===== src/rtl/sgmii_link_ctrl_pkg.sv =====
// Shared definitions for the SGMII link bring-up controller.
package sgmii_link_ctrl_pkg;

  typedef enum logic [2:0] {
    ST_HOLD      = 3'd0,
    ST_WAIT_LOCK = 3'd1,
    ST_WAIT_SYNC = 3'd2,
    ST_QUALIFY   = 3'd3,
    ST_UP        = 3'd4,
    ST_DROP      = 3'd5
  } state_e;

  localparam logic [1:0] SPD_10M  = 2'b00;
  localparam logic [1:0] SPD_100M = 2'b01;
  localparam logic [1:0] SPD_1G   = 2'b10;

  localparam int LINK_STATUS_BIT = 0;
  localparam int LINK_SYNC_BIT   = 1;

  // The reserved speed code falls back to 1G.
  function automatic logic [1:0] speed_sel(input logic [1:0] req);
    case (req)
      SPD_10M:  return SPD_10M;
      SPD_100M: return SPD_100M;
      SPD_1G:   return SPD_1G;
      default:  return SPD_1G;
    endcase
  endfunction

  function automatic int max_int(input int a, input int b);
    if (a > b) return a;
    else return b;
  endfunction

endpackage


===== src/rtl/sgmii_sync2.sv =====
// Parameterized-width two-flop synchronizer with async active-high clear.
module sgmii_sync2 #(
  parameter int W = 1
) (
  input  logic         clk,
  input  logic         rst,
  input  logic [W-1:0] d,
  output logic [W-1:0] q
);

  logic [W-1:0] meta_r;
  logic [W-1:0] sync_r;

  // Two back-to-back capture stages.
  always_ff @(posedge clk or posedge rst) begin
    if (rst) begin
      meta_r <= {W{1'b0}};
      sync_r <= {W{1'b0}};
    end else begin
      meta_r <= d;
      sync_r <= meta_r;
    end
  end

  assign q = sync_r;

endmodule


===== src/rtl/sgmii_link_ctrl.sv =====
// SGMII PCS/PMA bring-up sequencer: reset hold, PLL lock wait, sync wait,
// debounced link qualification and teardown, with retry accounting.
module sgmii_link_ctrl
  import sgmii_link_ctrl_pkg::*;
#(
  parameter int RST_HOLD_CYC = 1250,
  parameter int LOCK_TMO_CYC = 125000,
  parameter int SYNC_TMO_CYC = 1250000,
  parameter int DEBOUNCE_CYC = 125
) (
  input  logic        CLK,
  input  logic        RST,
  input  logic        FORCE_RESET,
  input  logic [1:0]  SPEED_REQ,
  input  logic        TX_PLL_LOCKED,
  input  logic        RX_PLL_LOCKED,
  input  logic [15:0] STATUS_VECTOR,
  output logic        SGMII_RESET,
  output logic [1:0]  SGMII_LINK,
  output logic        LINK_UP,
  output logic [7:0]  RETRY_CNT,
  output logic [2:0]  STATE
);

  localparam int MAX_CYC = max_int(max_int(RST_HOLD_CYC, LOCK_TMO_CYC),
                                   max_int(SYNC_TMO_CYC, DEBOUNCE_CYC));
  localparam int TMR_W = $clog2(MAX_CYC) + 1;

  localparam logic [TMR_W-1:0] HOLD_LAST = TMR_W'(RST_HOLD_CYC - 1);
  localparam logic [TMR_W-1:0] LOCK_LAST = TMR_W'(LOCK_TMO_CYC - 1);
  localparam logic [TMR_W-1:0] SYNC_LAST = TMR_W'(SYNC_TMO_CYC - 1);
  // The cycle that triggered QUALIFY/DROP is the first of the debounce run.
  localparam logic [TMR_W-1:0] DEB_LAST  = TMR_W'(DEBOUNCE_CYC - 2);
  localparam logic [TMR_W-1:0] TMR_MAX   = {TMR_W{1'b1}};

  logic [3:0]       raw_s;
  logic [3:0]       sync_s;
  logic             locks_ok_s;
  logic             status_ok_s;
  logic             link_good_s;
  logic             unused_status_s;
  state_e           state_r;
  state_e           state_nx_s;
  logic             retry_inc_s;
  logic             restart_s;
  logic [TMR_W-1:0] timer_r;
  logic [7:0]       retry_cnt_r;
  logic             sgmii_reset_r;
  logic             link_up_r;
  logic [1:0]       sgmii_link_r;

  assign raw_s = {TX_PLL_LOCKED, RX_PLL_LOCKED,
                  STATUS_VECTOR[LINK_SYNC_BIT], STATUS_VECTOR[LINK_STATUS_BIT]};
  assign unused_status_s = ^STATUS_VECTOR[15:2];

  sgmii_sync2 #(.W(4)) u_sync (
    .clk (CLK),
    .rst (RST),
    .d   (raw_s),
    .q   (sync_s)
  );

  assign locks_ok_s  = sync_s[3] & sync_s[2];
  assign status_ok_s = sync_s[1] & sync_s[0];
  assign link_good_s = locks_ok_s & status_ok_s;

  // Next-state selection; FORCE_RESET overrides every other transition.
  always_comb begin
    state_nx_s  = state_r;
    retry_inc_s = 1'b0;
    if (FORCE_RESET) begin
      state_nx_s = ST_HOLD;
    end else begin
      case (state_r)
        ST_HOLD: begin
          if (timer_r == HOLD_LAST) state_nx_s = ST_WAIT_LOCK;
          else state_nx_s = ST_HOLD;
        end
        ST_WAIT_LOCK: begin
          if (locks_ok_s) begin
            state_nx_s = ST_WAIT_SYNC;
          end else if (timer_r == LOCK_LAST) begin
            state_nx_s  = ST_HOLD;
            retry_inc_s = 1'b1;
          end else begin
            state_nx_s = ST_WAIT_LOCK;
          end
        end
        ST_WAIT_SYNC: begin
          if (!locks_ok_s) begin
            state_nx_s = ST_HOLD;
          end else if (status_ok_s) begin
            state_nx_s = ST_QUALIFY;
          end else if (timer_r == SYNC_LAST) begin
            state_nx_s  = ST_HOLD;
            retry_inc_s = 1'b1;
          end else begin
            state_nx_s = ST_WAIT_SYNC;
          end
        end
        ST_QUALIFY: begin
          if (!link_good_s) state_nx_s = ST_WAIT_SYNC;
          else if (timer_r == DEB_LAST) state_nx_s = ST_UP;
          else state_nx_s = ST_QUALIFY;
        end
        ST_UP: begin
          if (!locks_ok_s) state_nx_s = ST_HOLD;
          else if (!link_good_s) state_nx_s = ST_DROP;
          else state_nx_s = ST_UP;
        end
        ST_DROP: begin
          if (link_good_s) state_nx_s = ST_UP;
          else if (timer_r == DEB_LAST) state_nx_s = ST_HOLD;
          else state_nx_s = ST_DROP;
        end
        default: begin
          state_nx_s = ST_HOLD;
        end
      endcase
    end
  end

  assign restart_s = FORCE_RESET | (state_nx_s != state_r);

  // State, shared timer, retry counter and all registered outputs.
  always_ff @(posedge CLK or posedge RST) begin
    if (RST) begin
      state_r       <= ST_HOLD;
      timer_r       <= {TMR_W{1'b0}};
      retry_cnt_r   <= 8'd0;
      sgmii_reset_r <= 1'b1;
      link_up_r     <= 1'b0;
      sgmii_link_r  <= SPD_1G;
    end else begin
      state_r       <= state_nx_s;
      sgmii_reset_r <= (state_nx_s == ST_HOLD);
      link_up_r     <= (state_nx_s == ST_UP) || (state_nx_s == ST_DROP);
      if (restart_s) timer_r <= {TMR_W{1'b0}};
      else if (timer_r != TMR_MAX) timer_r <= timer_r + TMR_W'(1'b1);
      else timer_r <= timer_r;
      if (retry_inc_s && (retry_cnt_r != 8'hFF)) retry_cnt_r <= retry_cnt_r + 8'd1;
      else retry_cnt_r <= retry_cnt_r;
      // First HOLD cycle (timer at zero) is the only load point for the speed.
      if ((state_r == ST_HOLD) && (timer_r == {TMR_W{1'b0}})) sgmii_link_r <= speed_sel(SPEED_REQ);
      else sgmii_link_r <= sgmii_link_r;
    end
  end

  assign SGMII_RESET = sgmii_reset_r;
  assign SGMII_LINK  = sgmii_link_r;
  assign LINK_UP     = link_up_r;
  assign RETRY_CNT   = retry_cnt_r;
  assign STATE       = state_r;

endmodule


===== config.mk =====
export PLATFORM = sky130hd
export DESIGN_NAME = sgmii_link_ctrl
export DESIGN_NICKNAME = d
export VERILOG_FILES = /design/src/rtl/sgmii_link_ctrl_pkg.sv /design/src/rtl/sgmii_sync2.sv /design/src/rtl/sgmii_link_ctrl.sv
export SDC_FILE = /design/constraint.sdc
export NUM_CORES = 1
export LEC_CHECK = 0
export ABC_AREA = 1
export ABC_CLOCK_PERIOD_IN_PS = 2200
export CORE_ASPECT_RATIO = 0.8
export CORE_MARGIN = 2
export CORE_UTILIZATION = 55
export DETAILED_ROUTE_END_ITERATION = 10
export GPL_TIMING_DRIVEN = 1
export PLACE_DENSITY = 0.8
export SLEW_MARGIN = 0
export SYNTH_ARGS = -nofsm -noshare
export SYNTH_HDL_FRONTEND = slang
export SYNTH_SLANG_ARGS = --single-unit

===== constraint.sdc =====
create_clock -name CLK -period 2.2 [get_ports CLK]
set_input_delay 0.66 -clock CLK [delete_from_list [all_inputs] [get_ports CLK]]
set_output_delay 0.66 -clock CLK [all_outputs]
set_load 0.01 [all_outputs]

==> flow_metrics.tcl, run 1 <==
set metrics [dict create \
    finalHoldViolCount 0 \
    critPathRequiredTime_ps 1540 \
    wl_per_cell_um 13.1 \
    rsz0062_at_grt "no" \
    die_y_um 66.9 \
    crit_fanout 7 \
    avgSynthCellArea_um2 8.15 \
    critPathCaptureType "primary output" \
    clock_skew_ps 7.90 \
    finalCritPeriodShare_pct 91.9 \
    p_int_w 0.00112 \
    first_iter_violations 148 \
    synth_edf_count 0 \
    ios 38 \
    pwr_density_cell_nw_per_um2 473 \
    fillerInstances 386 \
    num_vias 2269 \
    cts_root_buffer "clkbuf_8" \
    cts_sinks 45 \
    critical_path.max_stage_delay_ps 580 \
    cap_violations 0 \
    ir_worst_vdd_v 0.000355 \
    pwr-share-comb_pct 7.4 \
    clock_latency_ps 300 \
    die_w_um 82.7 \
    synth_seq_cells 45 \
    drt-pass1-iter-count 5 \
    yosysSeqAreaShare_pct 41.5 \
    cts.clk_slew.worst_paths_ps 90 \
    p_switching_w 0.000373 \
    cp_data_arrival_time_ps 1360 \
    cts_buffer_depth 2 \
    grt_usage_pct 23.1 \
    grt_first_pass_wirelength_um 9580 \
    ys_types 32 \
    regArea_um2 1130 \
    hold_class "reg -> reg" \
    finalNonFillerCells 424 \
    grt_overflow_total 0 \
    pwr-share-seq_pct 57.8 \
    slew_headroom_pct 72.6 \
    final_cell_mix "nand2_1 (65), inv_1 (47), nor2_1 (41)" \
    crit_chain "clkdlybuf4s50_1" \
    fin_util_pct 67.4 \
    final_antenna_net_count 0 \
    drive_above_1_share_pct 17.9 \
    initial_utilization_pct 58.2 \
    startpoint_type "register" \
    dieArea_um2 5530 \
    rows 22 \
    htree_levels 2 \
    crit_type "reg -> out" \
    drc_errors 0 \
    fin_setup_tns_ps 0 \
    path_buf_inv 1 \
    leakage_nw 1.43 \
    numPlacedInstances 416 \
    max_freq_mhz 494 \
    portBuffers 23 \
    synth_flop_cell "dfrtp_1" \
    antenna_found_initial 0 \
    tightest_slew_ps 410 \
    async_flop_share_pct 100 \
    sw_frac_of_total_pct 25.0 \
    diodes 0 \
    gp_congestion 0.878 \
    maxSlewViolCount 0 \
    synth_area_um2 2720 \
    clkPwrFrac_pct 34.8 \
    yosysWarnings 0 \
    hpwl_um 4080 \
    layout_commonest_cell "nand2_1" \
    path_delay_family "buffers and inverters" \
    grt_pass1_vias 2141 \
    routed_via_density 5.35 \
    post-cts-setup-buffer-count 0 \
    grt_max_degree 28 \
    period_needed_ps 2020 \
    finalSetupViolCount 0 \
    synth_cells 334 \
    status "completed" \
    numCtsBuffers 5 \
    cts_tree "done" \
    nets 391 \
    areaGrowthSynthToFinish_pct 15.8 \
    critical_path.slowest_cell "clkdlybuf4s50_1" \
    core_area_um2 4680 \
    multi_input_area_um2 1370 \
    synth_fp_nets 362 \
    totalWireLength_um 5540 \
]
## kinds of logic (layout without fill, tap and decap cells)
logic type,Yosys count,after routing,share of synthesized area (%)
buffers and inverters,58,88,9.42
adder cells (fa/ha/maj),5,5,2.30
XOR/XNOR,21,21,6.76
AO/OA/AOI/OAI,15,15,3.08
flip-flops,45,45,41.5
AND/OR/NAND/NOR,190,190,37.0
## final cells by class
type,count,area share (%)
clock buffers,5,2.18
clock inverters,3,0.714
inverters,52,6.19
multi-input cells,231,43.3
flip-flops and latches,45,35.9
well taps,60,2.38
repair buffers,28,9.29
## Yosys cell counts (2+ instances only)
cell | n | area share (%)
nand2_2 | 2 | 0.46
o21ai_0 | 6 | 1.1
dfstp_2 | 2 | 1.9
nor3_1 | 9 | 1.7
ha_1 | 5 | 2.3
buf_6 | 5 | 2.1
a21oi_1 | 4 | 0.74
nor2_1 | 42 | 5.8
nand3_2 | 4 | 1.5
xnor2_1 | 6 | 1.9
nand4_1 | 13 | 3.0
nor3_2 | 21 | 7.7
nor2_2 | 8 | 1.8
dfrtp_1 | 43 | 40
inv_1 | 48 | 6.6
inv_2 | 3 | 0.41
xor2_1 | 15 | 4.8
nand2_1 | 65 | 9.0
nand3_1 | 20 | 3.7
## worst paths after layout
path,start,endpoint,slack [ps],depth (start not counted)
worst max register to register,timer_r[0],timer_r[19],190,11
worst min register to register,u_sync.meta_r[3],u_sync.q[3],350,0
worst max-delay path,STATE[0],STATE[0],180,1
min in group asynchronous,RST,RETRY_CNT[3],650,2
max in group asynchronous,RST,timer_r[1],1060,3
worst min-delay path,u_sync.meta_r[3],u_sync.q[3],350,0
## per-layer routing
layer	GRT usage, %	vias up	wire length [µm]
met4	7.38	0	57
met3	4.20	7	287
met5	0	-	0
met1	33.2	1079	2710
met2	35.1	71	2480
li1	-	1112	-
## worst register-to-register path, stage by stage, from the launching register on
cell,delay (ps)
dfrtp_2,450
ha_1,220
nand4_1,150
nor2_2,170
nand4_2,110
clkinv_1,80
nand2_1,50
nand3_1,110
nand2_2,90
nand2_2,110
nand2_8,160
nor3_1,250
## through the flow
step                      worst slack (ps)  hold WS, ps  area [µm²]  total power, W
final                                  178          354        3150         0.00149
after global routing                  13.7          359        3150         0.00156
after CTS                             84.3          356        3120         0.00150
after detailed placement               124          335        3030        0.000985
after global placement                 194          334        3030        0.000981
after floorplan                        484          331        2720        0.000938
## registers in the layout (all words and copies together), names as in the netlist
register,cells
u_sync.meta_r,4
SGMII_LINK,2
RETRY_CNT,8
u_sync.q,4
LINK_UP,1
SGMII_RESET,1
STATE,3
timer_r,22
## power groups by stage
| stage | clock network (W) | logic, W | registers [W] |
|---|---|---|---|
| floorplan | 0 | 0.0000621 | 0.000876 |
| global placement | 0 | 0.000106 | 0.000875 |
| detailed placement | 0 | 0.000110 | 0.000875 |
| CTS | 0.000526 | 0.000110 | 0.000859 |
| global route | 0.000569 | 0.000127 | 0.000864 |
| finish | 0.000519 | 0.000110 | 0.000862 |
## repair_timing
item / 4_1_cts / 5_1_grt
hold buffers: 0 / 0
resized for setup: 0 / 8
endpoints found under the setup margin: 0 / 23
No activity file was read; power rests on OpenSTA's default activity.
==> run 2: changes to the inputs <==
Settings changed: REMOVE_ABC_BUFFERS set to 1.
==> flow_metrics.tcl, run 2 (synthesized netlist as in run 1, its figures left out) <==
set metrics [dict create \
    crit_chain "clkdlybuf4s50_1" \
    critical_path_cell_count 1 \
    worstHoldStart "u_sync.meta_r[0]" \
    period_needed_ps 2040 \
    nets 392 \
    finalHoldViolCount 0 \
    max_freq_mhz 491 \
    clock_skew_ps 7.38 \
    cts_buffer_depth 2 \
    path_buf_inv 1 \
    drive_above_1_share_pct 17.3 \
    timing.rr.end "timer_r[19]" \
    detailedPlace.worstSlack_ps 103 \
    tightest_slew_ps 378 \
    startpoint_type "register" \
    wl_per_cell_um 12.9 \
    p_int_w 0.00113 \
    grt_usage_pct 22.6 \
    totalWireLength_um 5490 \
    ctsHoldBuffers 0 \
    die_w_um 82.7 \
    areaGrowthSynthToFinish_pct 15.1 \
    finalInstanceArea_um2 3130 \
    leakage_nw 1.44 \
    pwr-share-comb_pct 7.2 \
    dieArea_um2 5530 \
    cts_tree "done" \
    crit_type "reg -> out" \
    first_iter_violations 122 \
    path_delay_family "buffers and inverters" \
    grt_overflow_total 0 \
    core_area_um2 4680 \
    critPathRequiredTime_ps 1540 \
    pwr-share-seq_pct 56.8 \
    layout_commonest_cell "nand2_1" \
    crit_fanout 7 \
    htree_levels 2 \
    fillerInstances 393 \
    status "completed" \
    highest_layer "met4" \
    die_y_um 66.9 \
    grt_max_degree 24 \
    clock_latency_ps 310 \
    finalCritPeriodShare_pct 92.5 \
    critical_path.max_stage_delay_ps 580 \
    reg2regPathDepth 12 \
    fin_setup_tns_ps 0 \
    gp_congestion 0.888 \
    num_vias 2200 \
    portBuffers 23 \
    initial_utilization_pct 58.2 \
    final_cell_mix "nand2_1 (65), inv_1 (47), dfrtp_1 (42)" \
    rrSetupSlack_ps 180 \
    rows 22 \
    reg2reg_from "timer_r[1]" \
    largest_register "timer_r" \
    setup_ws_ps 165 \
    hold_depth 0 \
    min_to "u_sync.q[0]" \
    clkPwrFrac_pct 36.0 \
    diodes 0 \
    cap_violations 0 \
    antenna_found_initial 0 \
    finalNonFillerCells 425 \
    hold_class "reg -> reg" \
    final_antenna_net_count 0 \
    maxSlewViolCount 0 \
    cp_data_arrival_time_ps 1380 \
    slew_headroom_pct 74.8 \
    cts_sinks 45 \
    cts_root_buffer "clkbuf_8" \
    routed_via_density 5.18 \
    pwr_density_cell_nw_per_um2 483 \
    p_switching_w 0.000388 \
    critPathCaptureType "primary output" \
    drc_errors 0 \
    critical_path.slowest_cell "clkdlybuf4s50_1" \
    rsz0062_at_grt "no" \
    wl_met3_um 253 \
    drt-pass1-iter-count 4 \
    grt_pass1_vias 2040 \
    placed_area_um2 3040 \
    sw_frac_of_total_pct 25.6 \
    numPlacedInstances 417 \
    dr_wl_met2_um 2490 \
    ir_worst_vdd_v 0.000389 \
    ios 38 \
    cts.clk_slew.worst_paths_ps 90 \
    numCtsBuffers 5 \
    wl_met1_um 2710 \
    finalSetupViolCount 0 \
    grt_first_pass_wirelength_um 9360 \
    largest_reg_flops 22 \
    hpwl_um 4130 \
]
-- run 2: area by class of cell --
cell class              instances  area (µm²)  area share [%]
flip-flops and latches         45        1130            36.0
multi-input cells             231        1340            42.8
well taps                      60        75.1            2.40
repair buffers                 29         300            9.58
clock inverters                 3        25.0           0.798
clock buffers                   5        68.8            2.20
inverters                      52         195            6.23
-- run 2: repair_timing --
action,in CTS,in global routing
endpoints found under the setup margin,0,18
setup buffers,0,0
gates resized for setup,0,2
-- run 2: power by group through the flow --
| stage | clock [W] | sequential (W) | combinational, W |
|---|---|---|---|
| 2_1_floorplan | 0 | 0.000876 | 0.0000577 |
| 3_3_place_gp | 0 | 0.000874 | 0.000106 |
| 3_5_place_dp | 0 | 0.000876 | 0.000111 |
| 4_1_cts | 0.000556 | 0.000860 | 0.000111 |
| 5_1_grt | 0.000595 | 0.000862 | 0.000125 |
| 6_report | 0.000546 | 0.000860 | 0.000109 |
-- run 2: worst max path at each step --
stage | from | endpoint | slack (ps)
final | STATE[0] | STATE[0] | 160
after global routing | timer_r[0] | timer_r[19] | 20
after detailed placement | FORCE_RESET | RETRY_CNT[7] | 100
after floorplan | timer_r[0] | timer_r[19] | 180
after global placement | FORCE_RESET | RETRY_CNT[7] | 140
after CTS | timer_r[0] | timer_r[19] | 140
-- run 2: metrics by stage --
step	util, %	power (W)	hold slack [ps]
2_1_floorplan	-	0.000934	331
5_1_grt	67.0	0.00158	361
6_report	67.0	0.00151	355
3_3_place_gp	64.9	0.000981	333
4_1_cts	66.9	0.00153	358
3_5_place_dp	64.9	0.000987	336
-- run 2: worst reg2reg max path: cells and delay by family, from the launching register on --
kind / cells / cell delay (ps)
buffers and inverters: 1 / 180
flip-flops: 1 / 420
AND/OR/NAND/NOR: 9 / 960
adder cells (fa/ha/maj): 1 / 230
AO/OA/AOI/OAI: 1 / 170
-- run 2: metal layers --
layer	track usage [%]	up-vias
li1	-	1110
met1	33.0	1038
met2	34.2	47
met3	6.10	5
met4	3.69	0
met5	0	-
==> run 3: changes to the inputs <==
Settings changed: CORE_UTILIZATION 55 to 45, HOLD_SLACK_MARGIN set to 0.06, PLACE_DENSITY 0.8 to 0.68.
==> flow_metrics.tcl, run 3 (synthesized netlist as in run 1, its figures left out) <==
set metrics [dict create \
    p_int_w 0.00112 \
    cp_data_arrival_time_ps 2240 \
    clock_skew_ps 6.73 \
    routed_via_density 5.02 \
    gp_congestion 0.914 \
    crit_chain "nor2_1 > nand2_1 > nor2_2 > nand3_2 > o21bai_1 > nand3_1 > nand2_2 > nand2_2 > nand2_4 > nor3_1" \
    status "completed" \
    core_area_um2 5880 \
    drc_errors 0 \
    htree_levels 2 \
    dieArea_um2 6690 \
    period_needed_ps 2060 \
    grt_first_pass_wirelength_um 9500 \
    worstHoldStart "u_sync.meta_r[1]" \
    wl_per_cell_um 12.8 \
    ios 38 \
    rsz0062_at_grt "no" \
    path_delay_family "simple AND/OR/NAND/NOR gates" \
    hold_depth 0 \
    hold_class "reg -> reg" \
    ctsHoldBuffers 0 \
    timing.rr.end "timer_r[20]" \
    hpwl_um 4300 \
    grt_pass1_vias 2091 \
    p_switching_w 0.000381 \
    slew_headroom_pct 72.7 \
    post-cts-setup-buffer-count 0 \
    cts_root_buffer "clkbuf_8" \
    pwr_density_cell_nw_per_um2 476 \
    rrSetupSlack_ps 140 \
    cts.clk_slew.worst_paths_ps 90 \
    critPathCaptureType "register" \
    crit_fanout 22 \
    startpoint_type "register" \
    ir_worst_vdd_v 0.000423 \
    critPathRequiredTime_ps 2380 \
    finalSetupViolCount 0 \
    path_buf_inv 0 \
    fin_setup_tns_ps 0 \
    rows 25 \
    diodes 0 \
    finalCritPeriodShare_pct 93.8 \
    layout_commonest_cell "nand2_1" \
    grt_usage_pct 18.1 \
    drive_above_1_share_pct 17.3 \
    largest_reg_flops 22 \
    clock_latency_ps 300 \
    tightest_slew_ps 409 \
    crit_type "reg -> reg" \
    clkPwrFrac_pct 35.5 \
    totalWireLength_um 5700 \
    critical_path_cell_count 10 \
    cap_violations 0 \
    antenna_found_initial 0 \
    critical_path.slowest_cell "dfrtp_1" \
    grt_max_degree 23 \
    finalHoldViolCount 0 \
    reg2reg_from "timer_r[15]" \
    pwr-share-comb_pct 7.3 \
    largest_register "timer_r" \
    first_iter_violations 147 \
    max_freq_mhz 485 \
    grt_overflow_total 0 \
    numCtsBuffers 5 \
    final_cell_mix "nand2_1 (65), inv_1 (47), dfrtp_1 (42)" \
    maxSlewViolCount 0 \
    cts_buffer_depth 2 \
    whs_ps 357 \
    min_to "u_sync.q[1]" \
    final_antenna_net_count 0 \
    areaGrowthSynthToFinish_pct 15.9 \
    reg2regPathDepth 10 \
    drt-pass1-iter-count 4 \
    pwr-share-seq_pct 57.3 \
    crit_top_cell "nand2_2" \
    critical_path.max_stage_delay_ps 440 \
    sw_frac_of_total_pct 25.4 \
    cts_sinks 45 \
    die_w_um 91.0 \
    cts_tree "done" \
    nets 391 \
    num_vias 2235 \
    die_y_um 73.6 \
    leakage_nw 1.44 \
    initial_utilization_pct 46.3 \
    portBuffers 23 \
]
## run 3: cell type report
cell class	instances	area (µm²)
Clock inverter	3	21.3
Tap cell	81	101
Multi-Input combinational cell	231	1350
Inverter	52	195
Timing Repair Buffer	28	293
Clock buffer	5	68.8
Sequential cell	45	1130
Fill cell	557	2730
## run 3: what timing repair did
action | in CTS | in global routing
endpoints found under the setup margin | 0 | 11
endpoints found under the hold margin | 0 | 0
resized for setup | 0 | 3
## run 3: worst max path at each step
| stage | slack [ps] | from | to |
|---|---|---|---|
| floorplan | 180 | timer_r[0] | timer_r[19] |
| global placement | 180 | FORCE_RESET | timer_r[20] |
| detailed placement | 140 | timer_r[0] | timer_r[19] |
| CTS | 120 | timer_r[0] | timer_r[19] |
| global route | 1 | timer_r[15] | timer_r[19] |
| finish | 140 | timer_r[15] | timer_r[20] |
## run 3: metal layers
metal	part of all wire (%)	track usage [%]	vias to the layer above	routed length, µm
li1	-	-	1111	-
met1	50	24.9	1055	2860
met2	44	28.2	61	2490
met3	4.4	4.10	8	253
met4	1.6	6.73	0	91
met5	0	0	-	0
## run 3: per-stage QoR
stage	instance area, µm²	utilization [%]	total power (W)	instances	setup WS [ps]
2_1_floorplan	2660	-	0.000934	328	178
3_3_place_gp	3060	52.0	0.000983	437	184
3_5_place_dp	3060	52.0	0.000986	437	135
4_1_cts	3150	53.5	0.00151	445	121
5_1_grt	3150	53.6	0.00158	445	1.37
6_report	3150	53.6	0.00150	445	137
## run 3: power by group through the flow
stage | logic, W | clock network [W] | registers [W]
after CTS | 0.000111 | 0.000543 | 0.000859
after global placement | 0.000108 | 0 | 0.000875
after detailed placement | 0.000111 | 0 | 0.000875
final | 0.000109 | 0.000532 | 0.000860
after floorplan | 0.0000577 | 0 | 0.000876
after global routing | 0.000124 | 0.000590 | 0.000863
